==> src/rtl/fredkin_univ_shift_reg_if.sv <==
// Bus bundle for the Fredkin universal shift register: mode/serial/parallel inputs
// and the register contents with their complement and serial outputs.
interface fredkin_univ_shift_reg_if #(
  parameter int unsigned WIDTH = 4
);
  logic [2:0]       mode;
  logic             sin_r;
  logic             sin_l;
  logic [WIDTH-1:0] d;
  logic [WIDTH-1:0] q;
  logic [WIDTH-1:0] qb;
  logic             sout_r;
  logic             sout_l;

  // Driver side (stimulus / enclosing logic).
  modport master (
    output mode, sin_r, sin_l, d,
    input  q, qb, sout_r, sout_l
  );

  // Register side.
  modport slave (
    input  mode, sin_r, sin_l, d,
    output q, qb, sout_r, sout_l
  );
endinterface

==> src/rtl/fredkin_univ_shift_reg.sv <==
// WIDTH-bit universal shift register whose next-state selection is built entirely from
// Fredkin (controlled-swap) gates: per bit, an 8:1 tree of seven gates steered by mode,
// plus one gate wired as an inverter that supplies both the complement candidate and qb.
module fredkin_univ_shift_reg #(
  parameter int unsigned WIDTH = 4
) (
  input logic                     clk,
  input logic                     rst_n,
  fredkin_univ_shift_reg_if.slave sr_io
);

  if (WIDTH < 2 || WIDTH > 32) begin : gen_bad_width
    $error("fredkin_univ_shift_reg: WIDTH must be in 2..32");
  end

  // Fredkin gate {c, x, y}: c passes through, a/b are swapped when c is 1.
  // Used as a mux, x = c ? b : a; with a=1, b=0 it inverts c.
  function automatic logic [2:0] fredkin(input logic c, input logic a, input logic b);
    return {c, (c ? b : a), (c ? a : b)};
  endfunction

  logic [WIDTH-1:0] q_q;
  logic [WIDTH-1:0] q_d;
  logic [WIDTH-1:0] qb_w;

  for (genvar i = 0; i < WIDTH; i++) begin : gen_bit
    logic       nbr_r;  // bit arriving from the left on shift right
    logic       nbr_l;  // bit arriving from the right on shift left
    logic       rot_r;
    logic       rot_l;
    logic [2:0] g_inv;
    logic [2:0] g0, g1, g2, g3, g4, g5, g6;
    logic       unused_garbage;

    if (i == WIDTH - 1) begin : gen_msb
      assign nbr_r = sr_io.sin_r;
      assign rot_r = q_q[0];
    end else begin : gen_mid_r
      assign nbr_r = q_q[i+1];
      assign rot_r = q_q[i+1];
    end

    if (i == 0) begin : gen_lsb
      assign nbr_l = sr_io.sin_l;
      assign rot_l = q_q[WIDTH-1];
    end else begin : gen_mid_l
      assign nbr_l = q_q[i-1];
      assign rot_l = q_q[i-1];
    end

    // Inverter from the stored bit: feeds the complement path and qb.
    assign g_inv = fredkin(q_q[i], 1'b1, 1'b0);

    // Level 0 (mode[0]): pairs 000/001, 010/011, 100/101, 110/111.
    assign g0 = fredkin(sr_io.mode[0], q_q[i], nbr_r);
    assign g1 = fredkin(sr_io.mode[0], nbr_l, sr_io.d[i]);
    assign g2 = fredkin(sr_io.mode[0], rot_r, rot_l);
    assign g3 = fredkin(sr_io.mode[0], 1'b0, g_inv[1]);
    // Level 1 (mode[1]) and level 2 (mode[2]).
    assign g4 = fredkin(sr_io.mode[1], g0[1], g1[1]);
    assign g5 = fredkin(sr_io.mode[1], g2[1], g3[1]);
    assign g6 = fredkin(sr_io.mode[2], g4[1], g5[1]);

    assign q_d[i]  = g6[1];
    assign qb_w[i] = g_inv[1];

    // Garbage outputs are collected here only so they are visibly discarded.
    assign unused_garbage = ^{g_inv[2], g_inv[0], g0[2], g0[0], g1[2], g1[0], g2[2], g2[0],
                              g3[2], g3[0], g4[2], g4[0], g5[2], g5[0], g6[2], g6[0]};
  end

  // Storage: positive-edge cells, asynchronously cleared; reset drops any pending update.
  always_ff @(posedge clk or negedge rst_n) begin
    if (!rst_n) begin
      q_q <= '0;
    end else begin
      q_q <= q_d;
    end
  end

  assign sr_io.q      = q_q;
  assign sr_io.qb     = qb_w;
  assign sr_io.sout_r = q_q[0];
  assign sr_io.sout_l = q_q[WIDTH-1];

endmodule
==> src/flat_wrapper.sv <==
// flat-port wrapper written by rule: the top's interface ports become plain ports
module fredkin_univ_shift_reg_flat 
#(
  parameter int unsigned WIDTH = 4
)
  (clk, rst_n, sr_io_mode, sr_io_sin_r, sr_io_sin_l, sr_io_d, sr_io_q, sr_io_qb, sr_io_sout_r, sr_io_sout_l);
  fredkin_univ_shift_reg_if #(.WIDTH(WIDTH)) sr_io_i ();
  input logic clk;
  input logic rst_n;
  input wire logic [$bits(sr_io_i.mode)-1:0] sr_io_mode;
  input wire logic [$bits(sr_io_i.sin_r)-1:0] sr_io_sin_r;
  input wire logic [$bits(sr_io_i.sin_l)-1:0] sr_io_sin_l;
  input wire logic [$bits(sr_io_i.d)-1:0] sr_io_d;
  output wire logic [$bits(sr_io_i.q)-1:0] sr_io_q;
  output wire logic [$bits(sr_io_i.qb)-1:0] sr_io_qb;
  output wire logic [$bits(sr_io_i.sout_r)-1:0] sr_io_sout_r;
  output wire logic [$bits(sr_io_i.sout_l)-1:0] sr_io_sout_l;
  assign sr_io_i.mode = sr_io_mode;
  assign sr_io_i.sin_r = sr_io_sin_r;
  assign sr_io_i.sin_l = sr_io_sin_l;
  assign sr_io_i.d = sr_io_d;
  assign sr_io_q = sr_io_i.q;
  assign sr_io_qb = sr_io_i.qb;
  assign sr_io_sout_r = sr_io_i.sout_r;
  assign sr_io_sout_l = sr_io_i.sout_l;
  fredkin_univ_shift_reg #(.WIDTH(WIDTH)) u_core (.clk(clk), .rst_n(rst_n), .sr_io(sr_io_i));
endmodule
==> config.mk <==
export PLATFORM = sky130hd
export DESIGN_NAME = fredkin_univ_shift_reg_flat
export DESIGN_NICKNAME = d
export VERILOG_FILES = /design/src/rtl/fredkin_univ_shift_reg_if.sv /design/src/rtl/fredkin_univ_shift_reg.sv /design/src/flat_wrapper.sv
export SDC_FILE = /design/constraint.sdc
export NUM_CORES = 1
export LEC_CHECK = 0
export CORE_AREA = 2 2 39 41
export CTS_BUF_LIST = sky130_fd_sc_hd__clkbuf_8
export DETAILED_ROUTE_END_ITERATION = 8
export DIE_AREA = 0 0 41 43
export GPL_ROUTABILITY_DRIVEN = 0
export PLACE_DENSITY = 0.65
export SLEW_MARGIN = 20
export SYNTH_ARGS = -nofsm -noshare
export SYNTH_HDL_FRONTEND = slang
export SYNTH_SLANG_ARGS = --single-unit
export TNS_END_PERCENT = 1
==> constraint.sdc <==
create_clock -name clk -period 1 [get_ports clk]
set_input_delay 0.1 -clock clk [delete_from_list [all_inputs] [get_ports clk]]
set_output_delay 0.1 -clock clk [all_outputs]
set_load 0.01 [all_outputs]
==> flow_summary.ini <==
[run_status]
outcome = complete, but fails checks
violations = setup timing

[yosys]
synth_simple_gate_area_share_pct = 26.1
muxShareOfSynthArea_pct = 12.4
ys_top_cells_by_area = dfrtp_1 25%, mux2i_1 12%, nand2_1 5.6%
ys_types = 23
synth-edff-count = 0
synth_compound_area_share_pct = 20.5
syn_inst = 49
synthTopCellsByCount = 6 x nand2_1, 5 x inv_1, 5 x mux2i_1
async_flop_share_pct = 100
seq_area_frac_synth_pct = 24.8
synth_top_area_share_pct = 24.8
synth_flop_cell = dfrtp_1
synth_most_common_cell = nand2_1
synth_area_leader_cell = dfrtp_1
synth_nets = 60
synth_top_family_by_area = simple AND/OR/NAND/NOR gates
yosysWarnings = 0
syn_area_per_cell_um2 = 8.22
synthXorXnorAreaFrac_pct = 0
synthAdderAreaFrac_pct = 0
synth_area_um2 = 403
synth_seq_cells = 4

[power]
finalPower_mw = 1.02
power.density_mw_per_mm2 = 1360
peakVddDrop_uv = 532
leakagePower_nw = 0.374

[cts]
cts_tree = yes
cts_hold_buf = 0
clock_latency_ns = 0.23
clk_pin_slew_ns = 0.04
cts.htree.levels = 1
root_buffer = clkbuf_8
cts.sinks = 4
clockBufferDepth = 2
cts_buffers = 3

[timing]
skew_ns = 0.00341
min_period_ns = 1.16
finalSetupTns_ns = -0.534
tightest_slew_ns = 0.236
rsz0062_at_grt = true
hold_viol = 0
setup_viol = 6
slew_violations = 0
period_share_pct = 116
hold_ws_ns = 0.0780
max_slew_margin_pct = 84.1
setup_ws_ns = -0.156
fmax_mhz = 865

[setup_path]
timing.rr.start = u_core.sr_io.q[1]
r2r_slack_ns = -0.16
cp.required_ns = 1.11
worst_r2r_path_depth = 5
path_class = flip-flop to flip-flop
cp_max_fo = 3
critPathLaunch = u_core.sr_io.q[1]
setup.worst_path.end = u_core.sr_io.q[1]
cp.arrival_ns = 1.27
r2r-end = u_core.sr_io.q[1]
worstSetupStartpointType = flip-flop
endpoint_kind = flip-flop

[route]
ant_nets = 0
first_pass_iters = 2
num_vias = 459
drc = 0
avgViaCountPerCell = 4.78
wl_per_cell_um = 13.8
wl_mm = 1.33
first_iter_violations = 6

[finish]
layout-drive-gt1-share_pct = 40.0
largest_reg_flops = 4
diodes = 0
multi_input_area_um2 = 264
fin_nets = 92
regArea_um2 = 103
syn_to_final_growth_pct = 85.1
final_area_um2 = 746
fillers = 142

[floorplan]
num_rows = 14
die-area_mm2 = 0.00176
die_w_um = 41
num_io_pins = 21
die_h_um = 43
coreArea_mm2 = 0.00138
initial_utilization_pct = 29.1

[grt]
grt_pass1_wl_mm = 2.10
antenna_found_initial = 0
grt_pass1_vias = 482
grt_max_degree = 11
grt-ovfl-total = 0
grt_use_total_pct = 18.2

[hold_path]
hold_path_class = primary input to async pin

[placed_design]
numPortBuffers = 20
dp_slack_ns = -0.438
place_hpwl_um = 780
dpl_cell_area_um2 = 637

[job]
max_cap_violations = 0
## critical path: stages, from the launching register on
cell and delay (ns):
dfrtp_1 0.38, buf_6 0.13, buf_6 0.10, mux2i_1 0.13
o221ai_1 0.12, and3_1 0.18
## metal layers
layer	global-route usage, %	wire length, µm	vias to the layer above
met1	22.2	536	210
met4	10.7	24	0
met5	0	0	-
li1	-	-	231
met2	29.1	697	15
met3	1.57	71	3
## through the flow
| step | std cells | utilization (%) |
|---|---|---|
| final | 96 | 53.9 |
| after global routing | 96 | 53.9 |
| after CTS | 95 | 52.4 |
| after detailed placement | 86 | 46.0 |
| after global placement | 86 | 46.0 |
| after floorplan | 49 | - |
## power breakdown
part,internal (mW),switching (mW)
registers,0.188,0.0306
clock network,0.264,0.112
logic,0.243,0.178
## cell families (layout without fill, tap and decap cells)
logic type / count (synthesis) / in the layout
simple gates: 19 / 19
mux: 5 / 5
compound gates: 11 / 11
buf+inv: 10 / 41
flops: 4 / 4
## final cells by class
type	instances	area share (%)
Clock buffer	3	5.54
Clock inverter	1	0.503
Inverter	5	2.52
Multi-Input combinational cell	35	35.4
Sequential cell	4	13.8
Tap cell	16	2.68
Timing Repair Buffer	32	39.6
## layout by cell type (no fill, tap or decap), drive strengths merged, types with 2 or more instances in the layout
master,netlist,layout
a31oi,3,3
a32o,2,2
and2b,2,2
buf,5,19
clkbuf,0,5
clkdlybuf4s50,0,8
dfrtp,4,4
dlygate4sd2,0,2
inv,5,6
mux2i,5,5
nand2,6,6
nor2,2,2
nor2b,3,3
o21ai,2,2
or2b,2,2
## worst min-delay path by stage
stage	startpoint	end	slack [ns]	depth (start not counted)
floorplan	rst_n	u_core.sr_io.q[0]	-0.20	0
global placement	rst_n	u_core.sr_io.q[3]	0.32	1
detailed placement	rst_n	u_core.sr_io.q[1]	0.32	1
CTS	rst_n	u_core.sr_io.q[2]	0.09	1
global route	rst_n	u_core.sr_io.q[2]	0.09	1
finish	rst_n	u_core.sr_io.q[2]	0.08	1
## what timing repair did
action | in CTS | in global routing
endpoints found under the setup margin | 14 | 10
endpoints found under the hold margin | 0 | 0
setup buffers | 4 | 1
resized for setup | 40 | 11
cloned | 1 | 0
pin swaps | 3 | 2
Power figures use the tool's default switching activity.
